File: src/rtl/channel_pkg.sv
// Shared definitions for the channel initial-selection sequence: result codes,
// FSM state encoding and bus parity helpers. The mock control unit uses this too.
package channel_pkg;

  localparam logic [2:0] RESULT_OK            = 3'd0;
  localparam logic [2:0] RESULT_NO_DEVICE     = 3'd1;
  localparam logic [2:0] RESULT_ADDR_MISMATCH = 3'd2;
  localparam logic [2:0] RESULT_PARITY        = 3'd3;
  localparam logic [2:0] RESULT_TIMEOUT       = 3'd4;

  // Inbound bundle: bus_in[7:0], bus_in_parity, operational_in, address_in,
  // status_in, select_in.
  localparam int SYNC_WIDTH = 13;

  typedef enum logic [2:0] {
    ST_IDLE,
    ST_ADDR,
    ST_SELECT,
    ST_CMD,
    ST_STATUS,
    ST_ACCEPT
  } state_t;

  // Parity bit that makes {b, bit} contain an odd number of ones.
  function automatic logic odd_parity(input logic [7:0] b);
    return ~^b;
  endfunction

  // True when the byte and its parity bit together carry odd parity.
  function automatic logic parity_good(input logic [7:0] b, input logic p);
    return ^{b, p};
  endfunction

endpackage

File: src/rtl/channel_initial_selection_if.sv
// Channel bus and tag lines between the channel (master) and a control unit (slave).
interface channel_initial_selection_if;

  logic [7:0] bus_out;
  logic       bus_out_parity;
  logic       operational_out;
  logic       hold_out;
  logic       select_out;
  logic       address_out;
  logic       command_out;
  logic       service_out;
  logic       suppress_out;

  logic [7:0] bus_in;
  logic       bus_in_parity;
  logic       operational_in;
  logic       address_in;
  logic       status_in;
  logic       select_in;
  logic       service_in;
  logic       request_in;

  modport master (
    output bus_out, bus_out_parity, operational_out, hold_out, select_out,
           address_out, command_out, service_out, suppress_out,
    input  bus_in, bus_in_parity, operational_in, address_in, status_in,
           select_in, service_in, request_in
  );

  modport slave (
    input  bus_out, bus_out_parity, operational_out, hold_out, select_out,
           address_out, command_out, service_out, suppress_out,
    output bus_in, bus_in_parity, operational_in, address_in, status_in,
           select_in, service_in, request_in
  );

endinterface

File: src/rtl/channel_input_sync.sv
// Two-flop synchronizer over a parameterised-width bundle of inbound lines.
module channel_input_sync #(
  parameter int WIDTH = 1
) (
  input  logic             clk,
  input  logic             reset,
  input  logic [WIDTH-1:0] d,
  output logic [WIDTH-1:0] q
);

  logic [WIDTH-1:0] meta_q;
  logic [WIDTH-1:0] sync_q;

  // Each bit gets its own two-stage chain; bits are not treated as a coherent word.
  always_ff @(posedge clk or posedge reset) begin
    if (reset) begin
      meta_q <= '0;
      sync_q <= '0;
    end else begin
      meta_q <= d;
      sync_q <= meta_q;
    end
  end

  assign q = sync_q;

endmodule

File: src/rtl/channel_initial_selection.sv
// Channel-side initiator of the bus-and-tag initial selection sequence:
// address a control unit, send one command byte, collect the status byte.
module channel_initial_selection
  import channel_pkg::*;
#(
  parameter logic [15:0] TIMEOUT_CYCLES = 16'd1024,
  parameter logic [3:0]  SETTLE_CYCLES  = 4'd2
) (
  input  logic       clk,
  input  logic       reset,
  input  logic       start,
  input  logic [7:0] device_address,
  input  logic [7:0] command,
  output logic       busy,
  output logic       done,
  output logic [2:0] result,
  output logic [7:0] status_byte,
  channel_initial_selection_if.master ch
);

  // Synchronized view of the inbound bus and tags.
  logic [SYNC_WIDTH-1:0] sync_raw;
  logic [SYNC_WIDTH-1:0] sync_val;
  logic [7:0]            s_bus;
  logic                  s_par;
  logic                  s_op;
  logic                  s_addr;
  logic                  s_status;
  logic                  s_select;

  assign sync_raw = {ch.bus_in, ch.bus_in_parity, ch.operational_in,
                     ch.address_in, ch.status_in, ch.select_in};

  channel_input_sync #(.WIDTH(SYNC_WIDTH)) u_sync (
    .clk   (clk),
    .reset (reset),
    .d     (sync_raw),
    .q     (sync_val)
  );

  assign {s_bus, s_par, s_op, s_addr, s_status, s_select} = sync_val;

  state_t      state_q, state_d;
  logic [15:0] timer_q, timer_d;
  logic [7:0]  addr_q, addr_d;
  logic [7:0]  cmd_q, cmd_d;
  logic [7:0]  bus_out_q, bus_out_d;
  logic        parity_q, parity_d;
  logic        oper_q, oper_d;
  logic        hold_q, hold_d;
  logic        select_q, select_d;
  logic        address_out_q, address_out_d;
  logic        command_out_q, command_out_d;
  logic        service_q, service_d;
  logic        busy_q, busy_d;
  logic        done_q, done_d;
  logic [2:0]  result_q, result_d;
  logic [7:0]  status_q, status_d;

  logic        finish;
  logic [2:0]  finish_code;
  logic        timeout_hit;
  logic        settle_hit;
  logic        in_parity_ok;

  // The timer restarts at every state change, so its value is time spent in the current state.
  assign timeout_hit  = (timer_q == (TIMEOUT_CYCLES - 16'd1));
  assign settle_hit   = (timer_q == {12'd0, SETTLE_CYCLES - 4'd1});
  assign in_parity_ok = parity_good(s_bus, s_par);

  // Next-state and next-output logic of the selection sequence.
  always_comb begin
    state_d       = state_q;
    addr_d        = addr_q;
    cmd_d         = cmd_q;
    bus_out_d     = bus_out_q;
    hold_d        = hold_q;
    select_d      = select_q;
    address_out_d = address_out_q;
    command_out_d = command_out_q;
    service_d     = service_q;
    busy_d        = busy_q;
    done_d        = 1'b0;
    result_d      = result_q;
    status_d      = status_q;
    oper_d        = 1'b1;
    finish        = 1'b0;
    finish_code   = RESULT_OK;

    case (state_q)
      ST_IDLE: begin
        if (start) begin
          addr_d        = device_address;
          cmd_d         = command;
          bus_out_d     = device_address;
          address_out_d = 1'b1;
          busy_d        = 1'b1;
          result_d      = RESULT_OK;
          state_d       = ST_ADDR;
        end
      end
      ST_ADDR: begin
        if (settle_hit) begin
          hold_d   = 1'b1;
          select_d = 1'b1;
          state_d  = ST_SELECT;
        end
      end
      ST_SELECT: begin
        // select_in coming back means nobody claimed the address; it wins over address_in.
        if (s_select) begin
          finish      = 1'b1;
          finish_code = RESULT_NO_DEVICE;
        end else if (s_op && s_addr) begin
          if (!in_parity_ok) begin
            finish      = 1'b1;
            finish_code = RESULT_PARITY;
          end else if (s_bus != addr_q) begin
            finish      = 1'b1;
            finish_code = RESULT_ADDR_MISMATCH;
          end else begin
            address_out_d = 1'b0;
            bus_out_d     = cmd_q;
            command_out_d = 1'b1;
            state_d       = ST_CMD;
          end
        end else if (timeout_hit) begin
          finish      = 1'b1;
          finish_code = RESULT_TIMEOUT;
        end
      end
      ST_CMD: begin
        if (!s_addr) begin
          command_out_d = 1'b0;
          hold_d        = 1'b0;
          select_d      = 1'b0;
          bus_out_d     = 8'h00;
          state_d       = ST_STATUS;
        end else if (timeout_hit) begin
          finish      = 1'b1;
          finish_code = RESULT_TIMEOUT;
        end
      end
      ST_STATUS: begin
        if (s_status) begin
          if (!in_parity_ok) begin
            finish      = 1'b1;
            finish_code = RESULT_PARITY;
          end else begin
            status_d  = s_bus;
            service_d = 1'b1;
            state_d   = ST_ACCEPT;
          end
        end else if (timeout_hit) begin
          finish      = 1'b1;
          finish_code = RESULT_TIMEOUT;
        end
      end
      ST_ACCEPT: begin
        if (!s_status) begin
          finish      = 1'b1;
          finish_code = RESULT_OK;
        end else if (timeout_hit) begin
          finish      = 1'b1;
          finish_code = RESULT_TIMEOUT;
        end
      end
      default: begin
        state_d = ST_IDLE;
      end
    endcase

    // Every ending, good or bad, leaves the bus idle with only operational_out up.
    if (finish) begin
      hold_d        = 1'b0;
      select_d      = 1'b0;
      address_out_d = 1'b0;
      command_out_d = 1'b0;
      service_d     = 1'b0;
      bus_out_d     = 8'h00;
      result_d      = finish_code;
      done_d        = 1'b1;
      busy_d        = 1'b0;
      state_d       = ST_IDLE;
    end

    timer_d  = (state_d != state_q) ? 16'd0 : timer_q + 16'd1;
    parity_d = odd_parity(bus_out_d);
  end

  // State, timer and registered outputs.
  always_ff @(posedge clk or posedge reset) begin
    if (reset) begin
      state_q       <= ST_IDLE;
      timer_q       <= '0;
      addr_q        <= '0;
      cmd_q         <= '0;
      bus_out_q     <= '0;
      parity_q      <= 1'b0;
      oper_q        <= 1'b0;
      hold_q        <= 1'b0;
      select_q      <= 1'b0;
      address_out_q <= 1'b0;
      command_out_q <= 1'b0;
      service_q     <= 1'b0;
      busy_q        <= 1'b0;
      done_q        <= 1'b0;
      result_q      <= RESULT_OK;
      status_q      <= '0;
    end else begin
      state_q       <= state_d;
      timer_q       <= timer_d;
      addr_q        <= addr_d;
      cmd_q         <= cmd_d;
      bus_out_q     <= bus_out_d;
      parity_q      <= parity_d;
      oper_q        <= oper_d;
      hold_q        <= hold_d;
      select_q      <= select_d;
      address_out_q <= address_out_d;
      command_out_q <= command_out_d;
      service_q     <= service_d;
      busy_q        <= busy_d;
      done_q        <= done_d;
      result_q      <= result_d;
      status_q      <= status_d;
    end
  end

  assign busy               = busy_q;
  assign done               = done_q;
  assign result             = result_q;
  assign status_byte        = status_q;
  assign ch.bus_out         = bus_out_q;
  assign ch.bus_out_parity  = parity_q;
  assign ch.operational_out = oper_q;
  assign ch.hold_out        = hold_q;
  assign ch.select_out      = select_q;
  assign ch.address_out     = address_out_q;
  assign ch.command_out     = command_out_q;
  assign ch.service_out     = service_q;
  assign ch.suppress_out    = 1'b0;

endmodule

File: src/flat_wrapper.sv
// flat-port wrapper written by rule: the top's interface ports become plain ports
module channel_initial_selection_flat import channel_pkg::*;
#(
  parameter logic [15:0] TIMEOUT_CYCLES = 16'd1024,
  parameter logic [3:0]  SETTLE_CYCLES  = 4'd2
)
  (clk, reset, start, device_address, command, busy, done, result, status_byte, ch_bus_out, ch_bus_out_parity, ch_operational_out, ch_hold_out, ch_select_out, ch_address_out, ch_command_out, ch_service_out, ch_suppress_out, ch_bus_in, ch_bus_in_parity, ch_operational_in, ch_address_in, ch_status_in, ch_select_in, ch_service_in, ch_request_in);
  channel_initial_selection_if ch_i ();
  input  logic clk;
  input  logic reset;
  input  logic start;
  input  logic [7:0] device_address;
  input  logic [7:0] command;
  output logic busy;
  output logic done;
  output logic [2:0] result;
  output logic [7:0] status_byte;
  output wire logic [$bits(ch_i.bus_out)-1:0] ch_bus_out;
  output wire logic [$bits(ch_i.bus_out_parity)-1:0] ch_bus_out_parity;
  output wire logic [$bits(ch_i.operational_out)-1:0] ch_operational_out;
  output wire logic [$bits(ch_i.hold_out)-1:0] ch_hold_out;
  output wire logic [$bits(ch_i.select_out)-1:0] ch_select_out;
  output wire logic [$bits(ch_i.address_out)-1:0] ch_address_out;
  output wire logic [$bits(ch_i.command_out)-1:0] ch_command_out;
  output wire logic [$bits(ch_i.service_out)-1:0] ch_service_out;
  output wire logic [$bits(ch_i.suppress_out)-1:0] ch_suppress_out;
  input wire logic [$bits(ch_i.bus_in)-1:0] ch_bus_in;
  input wire logic [$bits(ch_i.bus_in_parity)-1:0] ch_bus_in_parity;
  input wire logic [$bits(ch_i.operational_in)-1:0] ch_operational_in;
  input wire logic [$bits(ch_i.address_in)-1:0] ch_address_in;
  input wire logic [$bits(ch_i.status_in)-1:0] ch_status_in;
  input wire logic [$bits(ch_i.select_in)-1:0] ch_select_in;
  input wire logic [$bits(ch_i.service_in)-1:0] ch_service_in;
  input wire logic [$bits(ch_i.request_in)-1:0] ch_request_in;
  assign ch_bus_out = ch_i.bus_out;
  assign ch_bus_out_parity = ch_i.bus_out_parity;
  assign ch_operational_out = ch_i.operational_out;
  assign ch_hold_out = ch_i.hold_out;
  assign ch_select_out = ch_i.select_out;
  assign ch_address_out = ch_i.address_out;
  assign ch_command_out = ch_i.command_out;
  assign ch_service_out = ch_i.service_out;
  assign ch_suppress_out = ch_i.suppress_out;
  assign ch_i.bus_in = ch_bus_in;
  assign ch_i.bus_in_parity = ch_bus_in_parity;
  assign ch_i.operational_in = ch_operational_in;
  assign ch_i.address_in = ch_address_in;
  assign ch_i.status_in = ch_status_in;
  assign ch_i.select_in = ch_select_in;
  assign ch_i.service_in = ch_service_in;
  assign ch_i.request_in = ch_request_in;
  channel_initial_selection #(.TIMEOUT_CYCLES(TIMEOUT_CYCLES), .SETTLE_CYCLES(SETTLE_CYCLES)) u_core (.clk(clk), .reset(reset), .start(start), .device_address(device_address), .command(command), .busy(busy), .done(done), .result(result), .status_byte(status_byte), .ch(ch_i));
endmodule
File: config.mk
export PLATFORM = sky130hd
export DESIGN_NAME = channel_initial_selection_flat
export DESIGN_NICKNAME = d
export VERILOG_FILES = /design/src/rtl/channel_pkg.sv /design/src/rtl/channel_initial_selection_if.sv /design/src/rtl/channel_input_sync.sv /design/src/rtl/channel_initial_selection.sv /design/src/flat_wrapper.sv
export SDC_FILE = /design/constraint.sdc
export NUM_CORES = 1
export LEC_CHECK = 0
export ABC_AREA = 0
export BUFFER_PORTS_ARGS = -buffer_cell sky130_fd_sc_hd__buf_4
export CORE_UTILIZATION = 50
export DETAILED_ROUTE_END_ITERATION = 8
export GPL_TIMING_DRIVEN = 0
export PLACE_DENSITY_LB_ADDON = 0.2
export SETUP_SLACK_MARGIN = 0.05
export SYNTH_ARGS = -nofsm -noshare
export SYNTH_HDL_FRONTEND = slang
export SYNTH_SLANG_ARGS = --single-unit
File: constraint.sdc
create_clock -name clk -period 3.68 [get_ports clk]
set_input_delay 0.736 -clock clk [delete_from_list [all_inputs] [get_ports clk]]
set_output_delay 0.736 -clock clk [all_outputs]
set_load 0.005 [all_outputs]
# ---- After elaboration in Yosys (flattened, before gate mapping)
# Cells that the tools add are included.
dict set report totals {
  regBits 88
  in_bits 34
  output_inout_bits 29
  wordCells 120
}
dict set report op_classes {
  add_sub_neg 1
  eq_ne 16
  mux 67
  n_reduce_logical 19
}
# operator count
set ops {}
lappend ops {{2-to-1 mux 3 bit} 20}
lappend ops {{2-to-1 mux 8 bit} 7}
lappend ops {{2-to-1 mux 1 bit} 30}
lappend ops {{case mux 8 bit (3 select lines)} 1}
lappend ops {{case mux 3 bit (6 select lines)} 1}
lappend ops {{adder 16 x 1 -> 16 bit (second input constant)} 1}
lappend ops {{equality test 16 x 1 -> 1 bit (second input constant)} 1}
lappend ops {{equality test 16 x 10 -> 1 bit (second input constant)} 1}
lappend ops {{2-to-1 mux 16 bit} 1}
lappend ops {{inequality test 3 x 2 -> 1 bit (second input constant)} 4}
lappend ops {{case mux 3 bit (4 select lines)} 1}
lappend ops {{AND reduction 6 bit} 2}
lappend ops {{nonzero test 2 bit} 5}
lappend ops {{inequality test 3 x 1 -> 1 bit (second input constant)} 3}
lappend ops {{AND reduction 3 bit} 3}
lappend ops {{nonzero test 3 bit} 3}
lappend ops {{XOR reduction 9 bit} 1}
lappend ops {{inequality test 8 bit} 1}
lappend ops {{XNOR reduction 8 bit} 1}
lappend ops {{equality test 3 x 2 -> 1 bit (second input constant)} 2}
lappend ops {{equality test 3 bit (second input constant)} 2}
lappend ops {{case mux 1 bit (2 select lines)} 3}
lappend ops {{2-to-1 mux 2 bit} 2}
lappend ops {{case mux 1 bit (4 select lines)} 1}
lappend ops {{other kinds (5)} 6}

# ---- Depth between registers and ports, before layout
# Gate-level depths: netlist of run 1.
dict set report depth {
  word_depth 9
  ltp_mapped 11
  ltp_nobuf 10
}

# ---- By module
# A second synthesis of run 1 with hierarchy kept.
dict set report hier_totals {
  hier_cells 395
  hier_area_um2 4087.7
}
# mod instances cells_per_inst area_each_um2 seq_area_each_um2
set modules_own_cells {}
lappend modules_own_cells {channel_initial_selection 1 368 3433.3 1551.5}
lappend modules_own_cells {channel_input_sync 1 27 654.4 650.6}

# ---- Worst setup path before layout of run 1
# OpenSTA, ideal clock, no wires.
dict set report synth_timing {
  kind {reg2reg}
  start {register u_core.u_sync.sync_q[7], in the netlist u_core.u_sync.q[7]}
  end {register u_core.parity_q, in the netlist u_core.ch.bus_out_parity}
  setup_time_ps 134
  t_arrival_ps 2880
  t_required_ps 3546
  slack_ps 666
  path_stages_with_launch 10
  path_buffers 0
  synth_period_minus_slack_ps 3014
  cell_sequence {dfrtp_1 xnor2_1 xnor2_1 xnor3_2 nor4_4 o21ai_2 a221oi_4 nor4_1 a2111oi_2 xnor3_1}
}
dict set report synth_between {
  elab_chain_len 8
  word_cells_on_any_way 16
  classes_between {eq/ne (1); mux (13); reduce/logical (2)}
}
# element line_no
set synth_lines {}
lappend synth_lines {{start, declared} channel_input_sync.sv:12} ;# logic [WIDTH-1:0] sync_q;
lappend synth_lines {{start signal, assigned} channel_input_sync.sv:21} ;# sync_q <= meta_q;
lappend synth_lines {{inequality test 8 bit} channel_initial_selection.sv:118} ;# end else if (s_bus != addr_q) begin
lappend synth_lines {{2-to-1 mux 1 bit / 2-to-1 mux 8 bit (equally long branches)} channel_initial_selection.sv:118}
lappend synth_lines {{2-to-1 mux 1 bit / 2-to-1 mux 8 bit (equally long branches)} channel_initial_selection.sv:115} ;# if (!in_parity_ok) begin
lappend synth_lines {{2-to-1 mux 1 bit / 2-to-1 mux 8 bit (equally long branches)} channel_initial_selection.sv:114} ;# end else if (s_op && s_addr) begin
lappend synth_lines {{2-to-1 mux 1 bit / 2-to-1 mux 8 bit (equally long branches)} channel_initial_selection.sv:111} ;# if (s_select) begin
lappend synth_lines {{case mux 1 bit (4 select lines) / case mux 8 bit (3 select lines) (equally long branches)} channel_initial_selection.sv:90} ;# case (state_q)
lappend synth_lines {{2-to-1 mux 8 bit *} channel_initial_selection.sv:174} ;# if (finish) begin
lappend synth_lines {{XNOR reduction 8 bit *} channel_pkg.sv:26} ;# return ~^b;
lappend synth_lines {{named net u_core.parity_d} channel_initial_selection.sv:48} ;# logic parity_q, parity_d;
lappend synth_lines {{end signal, assigned} channel_initial_selection.sv:216} ;# parity_q <= parity_d;
lappend synth_lines {{end, declared} channel_initial_selection.sv:48}
# Mark *: on every way through the listed nets, which the timed path passes. The rest lies on a longest branch.
# A chain may end at the register's enable or synchronous reset.

# ---- Worst setup path in the final report of run 1
dict set report layout_timing {
  start {register u_core.timer_q[11]}
  end {register u_core.timer_q[10]}
}
dict set report layout_between {
  elab_chain_len 8
  word_cells_on_any_way 14
  classes_between {eq/ne (3); mux (11)}
}
# element line_no
set layout_lines {}
lappend layout_lines {{start, declared} channel_initial_selection.sv:44} ;# logic [15:0] timer_q, timer_d;
lappend layout_lines {{start signal, assigned} channel_initial_selection.sv:212} ;# timer_q <= timer_d;
lappend layout_lines {{equality test 16 x 10 -> 1 bit} channel_initial_selection.sv:67} ;# assign timeout_hit = (timer_q == (TIMEOUT_CYCLES - 16'd1));
lappend layout_lines {{2-to-1 mux 1 bit} -}
lappend layout_lines {{2-to-1 mux 1 bit} channel_initial_selection.sv:114}
lappend layout_lines {{2-to-1 mux 1 bit} channel_initial_selection.sv:111}
lappend layout_lines {{case mux 1 bit (4 select lines)} channel_initial_selection.sv:90}
lappend layout_lines {{2-to-1 mux 3 bit *} channel_initial_selection.sv:174}
lappend layout_lines {{inequality test 3 bit *} channel_initial_selection.sv:187} ;# timer_d = (state_d != state_q) ? 16'd0 : timer_q + 16'd1;
lappend layout_lines {{2-to-1 mux 16 bit *} channel_initial_selection.sv:187}
lappend layout_lines {{named net u_core.timer_d[10]} channel_initial_selection.sv:44}
# Marked as above.

==> flow_summary.json, run 1 <==
{
  "hold_path_class": "flip-flop to flip-flop",
  "yosys_most_used_dff": "dfrtp_1",
  "fillCellCount": 600,
  "io_pins": 63,
  "layoutNonFillerInstCount": 513,
  "syn_avg_cell_area_um2": 11.31,
  "fin_setup_tns_ps": 0,
  "synth_common_cells": "dfrtp_1 (88), nor2_1 (38), nand2_1 (28)",
  "grt_max_degree": 62,
  "grt_setup_unrepaired": "false",
  "die_w_um": 89.57,
  "placementRows": 31,
  "yosysTopAreaCellShare_pct": 57.44,
  "cp_slowest_cell": "or4_1",
  "worst_path_largest_cell_delay_ps": 520,
  "setup_viol": 0,
  "startpoint_type": "flip-flop",
  "path_clk_slew_ps": 80,
  "clock-root-buffer": "clkbuf_8",
  "drc": 0,
  "path_cells": "or4_1, nor3_1, nand4_1, a211oi_1, or3_1, buf_2, nand3b_1, clkbuf_1, nor2_1",
  "post-place-cells": 498,
  "routed_wl_um": 7579,
  "syn_area_mm2": 0.003834,
  "drive_above_1_share_pct": 26.09,
  "min_delay_path_depth": 0,
  "synth-async-reset-ratio_pct": 100.0,
  "yosysMostFrequentCell": "dfrtp_1",
  "power.total_mw": 3.278,
  "grt_pass1_wl_um": 12400,
  "syn_nets": 375,
  "core_mm2": 0.007331,
  "final_util_pct": 63.01,
  "ctsHtreeMaxLevel": 3,
  "period_minus_slack_ps": 3400,
  "antenna_found_initial": 0,
  "antenna_cells": 0,
  "power_density_mw_per_mm2": 709.7,
  "required_ps": 3890,
  "fmax_mhz": 294.1,
  "clk_path_buf_depth": 2,
  "globalRoute.totalOverflow": 0,
  "yosysTopAreaCell": "dfrtp_1",
  "maxCapViolations": 0,
  "clock-skew-final_ps": 17.23,
  "clk_latency_ps": 350,
  "cts_tree": "yes",
  "yosysSeqAreaShare_pct": 57.44,
  "period_share_pct": 92.39,
  "wire_per_inst_um": 14.77,
  "grt_usage_pct": 20.89,
  "outcome": "finished clean",
  "nNetsFinal": 446,
  "end_kind": "flip-flop",
  "drt-initial-drc-count": 166,
  "synthTopCellsByArea": "dfrtp_1 (57%), mux2_2 (5.6%), xor2_1 (3.9%), nor2_1 (3.7%), xnor2_1 (3.2%)",
  "p_leak_nw": 2.083,
  "fin_hold_ws_ps": 353.3,
  "final_area_mm2": 0.004619,
  "yosysWarnings": 0,
  "die_h_um": 89.57,
  "rr_worst_depth": 9,
  "synth.distinct_cells": 51,
  "setup_ws_ps": 280.2,
  "via_count": 2745,
  "syn_inst": 339,
  "crit_fanout": 10,
  "dieArea_mm2": 0.008022,
  "finalMaxSlewViolations": 0,
  "arrival_ps": 3610,
  "place_ws_ps": -1.322,
  "vias_per_cell": 5.351,
  "dr.pass1.iters": 5,
  "ys_ff_latch": 88,
  "post_cts_buffers": 0,
  "cts_made_buffers": 9,
  "critical_path_class": "flip-flop to flip-flop",
  "finalWeightedCongestion": 0.8293,
  "worst_slew_pin_slew_ps": 803.1,
  "hold_viol": 0,
  "place_area_mm2": 0.004431,
  "area_growth_pct": 20.50,
  "port_buffers": 59,
  "cts_num_sinks": 88,
  "synth_edf_count": 0,
  "slew_headroom_pct": 46.17,
  "dp_hpwl_um": 5559,
  "initial_utilization_pct": 52.30,
  "grt_pass1_vias": 2607,
  "vdd_drop_max_v": 0.0003132,
  "postRouteAntennaNets": 0
}
-- cells in the final DEF, fill, tap and decap left out, types with 7 or more instances in the layout --
cell type  count
a21oi_1       13
inv_1         10
clkbuf_8      10
xnor2_1       14
nand2_1       28
xor2_1        17
nand3_1       11
dfrtp_1       88
nor3_1         7
o21ai_0       14
nor2_1        38
clkbuf_1       8
mux2_2        19
buf_4         61
-- timing repair --
item / 4_1_cts / 5_1_grt
endpoints found under the setup margin: 10 / 5
hold buffers: 0 / 0
gates resized for setup: 1 / 1
-- worst paths after layout --
| check | from | end | slack (ps) |
|---|---|---|---|
| max | u_core.timer_q[11] | u_core.timer_q[10] | 280 |
| max in group asynchronous | reset | u_core.status_byte[1] | 2730 |
| min reg2reg | u_core.u_sync.meta_q[6] | u_core.u_sync.q[6] | 350 |
| max reg2reg | u_core.timer_q[11] | u_core.timer_q[10] | 280 |
| min | u_core.u_sync.meta_q[6] | u_core.u_sync.q[6] | 350 |
| min in group asynchronous | reset | u_core.done | 370 |
-- layer usage --
layer,track usage [%],part of all wire (%),vias to the layer above
li1,-,-,1311
met1,29.57,46,1344
met2,31.06,47,78
met3,4.524,5.7,12
met4,9.235,1.8,0
met5,0,0,-
-- worst max-delay path: cells and delay by family, from the launching register on --
family	cells	cell delay (ps)
buffers and inverters	2	670
AOI/OAI and AO/OA	1	470
and+or+nand+nor	6	1720
DFF	1	410
-- sequential cells by signal, summed over array words and instances, names as in the netlist --
name / count
u_core.u_sync.meta_q: 13
u_core.busy: 1
u_core.ch.bus_out: 8
u_core.ch.bus_out_parity: 1
u_core.addr_q: 8
u_core.result: 3
u_core.timer_q: 16
u_core.state_q: 3
u_core.ch.address_out: 1
u_core.cmd_q: 8
u_core.u_sync.q: 13
u_core.ch.hold_out: 1
u_core.done: 1
u_core.ch.operational_out: 1
u_core.status_byte: 8
u_core.ch.command_out: 1
u_core.ch.service_out: 1
-- area by class of cell --
class	instances	area, um^2	share of cell area (%)
buffer	12	53.80	1.165
timing repair buffer	60	470.5	10.18
tap	99	123.9	2.681
clock buffer	10	137.6	2.979
multi-input combinational	228	1546	33.48
sequential	88	2202	47.67
clock inverter	5	41.29	0.8938
inverter	11	43.79	0.9480
-- where the power goes --
group | switching [mW] | leakage, nW | internal (mW)
sequential | 0.174 | 1.10 | 1.21
combinational | 0.650 | 0.901 | 0.637
clock | 0.340 | 0.0850 | 0.265
total | 1.16 | 2.08 | 2.11
-- kinds of logic (layout without fill, tap and decap cells) --
family	Yosys count	after routing	share of synthesized area, %
and+or+nand+nor	117	117	14.85
DFF	88	88	57.44
AOI/OAI and AO/OA	53	53	9.987
xor gates and xnor gates	33	33	8.290
buffers and inverters	23	98	2.480
muxes	21	21	6.103
adders and majority gates	2	2	0.6526
other	2	2	0.1959
Power figures use the tool's default switching activity.
==> run 2: changes to the inputs <==
--- a/config.mk
+++ b/config.mk
@@ -14,2 +14,3 @@
 export SETUP_SLACK_MARGIN = 0.05
+export SKIP_CTS_REPAIR_TIMING = 1
 export SYNTH_ARGS = -nofsm -noshare
==> constraint.sdc (replaced) <==
create_clock -name clk -period 3.68 [get_ports clk]
set_input_delay 0.184 -clock clk [delete_from_list [all_inputs] [get_ports clk]]
set_output_delay 0.184 -clock clk [all_outputs]
set_load 0.005 [all_outputs]
==> flow_summary.json, run 2 (synthesized netlist as in run 1, its figures left out) <==
{
  "outcome": "finished clean",
  "drive_above_1_share_pct": 25.23,
  "grt_pass1_vias": 2607,
  "finalMaxSlewViolations": 0,
  "required_ps": 3890,
  "path_cells": "or4_1, nor3_1, nand4_1, a211oi_1, or3_1, buf_2, nand3b_1, clkbuf_1, nor2_1",
  "path_clk_slew_ps": 90,
  "rr_worst_depth": 9,
  "clock-skew-final_ps": 16.20,
  "hp-start": "command[1]",
  "drc": 0,
  "fin_hold_ws_ps": 52.56,
  "dieArea_mm2": 0.008022,
  "ctsHtreeMaxLevel": 3,
  "port_buffers": 59,
  "r2r_start": "u_core.timer_q[11]",
  "grt_max_degree": 62,
  "antenna_cells": 0,
  "die_w_um": 89.57,
  "worst_slew_pin_slew_ps": 787.3,
  "vdd_drop_max_v": 0.0003221,
  "clock-root-buffer": "clkbuf_8",
  "placementRows": 31,
  "core_mm2": 0.007331,
  "hold_end": "u_core.cmd_q[1]",
  "maxCapViolations": 0,
  "period_share_pct": 92.30,
  "vias_per_cell": 5.306,
  "dr.pass1.iters": 5,
  "power_density_mw_per_mm2": 691.6,
  "cts_num_sinks": 88,
  "routed_wl_um": 7711,
  "min_delay_path_depth": 2,
  "startpoint_type": "flip-flop",
  "setup_viol": 0,
  "end_kind": "flip-flop",
  "cts_tree": "yes",
  "arrival_ps": 3610,
  "grt_usage_pct": 20.89,
  "final_cell_mix": "dfrtp_1 (88), buf_4 (61), nor2_1 (38)",
  "globalRoute.totalOverflow": 0,
  "finalWeightedCongestion": 0.8293,
  "worst_path_largest_cell_delay_ps": 520,
  "fillCellCount": 577,
  "clk_latency_ps": 350,
  "critical_path_class": "flip-flop to flip-flop",
  "antenna_found_initial": 0,
  "r2r_end": "u_core.timer_q[10]",
  "area_growth_pct": 24.15,
  "grt_pass1_wl_um": 12400,
  "max_flop_register": "u_core.timer_q",
  "drt-initial-drc-count": 168,
  "final_util_pct": 64.93,
  "io_pins": 63,
  "grt_setup_unrepaired": "false",
  "dp_hpwl_um": 5559,
  "hold_viol": 0,
  "cts_made_buffers": 9,
  "crit_fanout": 10,
  "period_minus_slack_ps": 3397,
  "r2r_slack_ps": 280,
  "clk_path_buf_depth": 2,
  "p_leak_nw": 2.141,
  "slew_headroom_pct": 47.22,
  "initial_utilization_pct": 52.30,
  "hold_path_class": "primary input to flip-flop",
  "postRouteAntennaNets": 0,
  "layout_commonest_cell": "dfrtp_1",
  "cp_slowest_cell": "or4_1",
  "nNetsFinal": 460,
  "die_h_um": 89.57,
  "fmax_mhz": 294.4,
  "wire_per_inst_um": 14.63,
  "via_count": 2796,
  "largest_reg_flops": 16
}
run 2: changes by cell type in the layout (fill, tap and decap cells not counted), sizes merged:
| cell | delta |
|---|---|
| dlygate4sd3 | +14 |
run 2: layer usage:
layer	routed length [um]	track usage, %	share of wire [%]
met1	3565	29.57	46
met2	3607	31.06	47
met3	402	4.524	5.2
met4	135	9.235	1.8
met5	0	0	0
run 2: cell type report:
| class | instances | area, um^2 | share of cell area (%) |
|---|---|---|---|
| Clock buffer | 10 | 137.6 | 2.892 |
| Multi-Input combinational cell | 228 | 1546 | 32.49 |
| Sequential cell | 88 | 2202 | 46.27 |
| Tap cell | 99 | 123.9 | 2.603 |
| Clock inverter | 5 | 41.29 | 0.8675 |
| Timing Repair Buffer | 74 | 610.6 | 12.83 |
| Inverter | 11 | 43.79 | 0.9201 |
| Buffer | 12 | 53.80 | 1.130 |
run 2: power by group:
group	total, mW	internal (mW)	switching [mW]	leakage (nW)
clock	0.604	0.265	0.339	0.0850
combinational	1.30	0.647	0.654	0.959
sequential	1.39	1.21	0.175	1.10
total	3.29	2.12	1.17	2.14
run 2: critical path: cells and delay by family (launching register included):
family	cells	cell delay [ps]
AO/OA/AOI/OAI	1	470
buffers and inverters	2	670
flip-flops	1	410
AND/OR/NAND/NOR	6	1720
run 2: stage by stage:
step / area [um^2] / cells / power, mW / setup slack [ps] / setup TNS, ps
global placement: 4400 / 497 / 2.643 / 110.9 / 0
finish: 4760 / 527 / 3.292 / 283.3 / 0
floorplan: 3834 / 339 / 2.261 / 666.0 / 0
CTS: 4609 / 513 / 3.305 / -41.97 / -240.9
detailed placement: 4431 / 498 / 2.692 / -1.322 / -1.322
global route: 4760 / 527 / 3.525 / 84.64 / 0
run 2: how the worst max path moves through the flow:
stage / startpoint / to / slack, ps
floorplan: u_core.u_sync.q[7] / u_core.ch.bus_out_parity / 670
global placement: u_core.u_sync.q[7] / u_core.timer_q[6] / 110
detailed placement: u_core.u_sync.q[7] / u_core.timer_q[13] / -1
CTS: u_core.u_sync.q[7] / u_core.timer_q[10] / -40
global route: u_core.timer_q[11] / u_core.timer_q[6] / 80
finish: u_core.timer_q[11] / u_core.timer_q[10] / 280
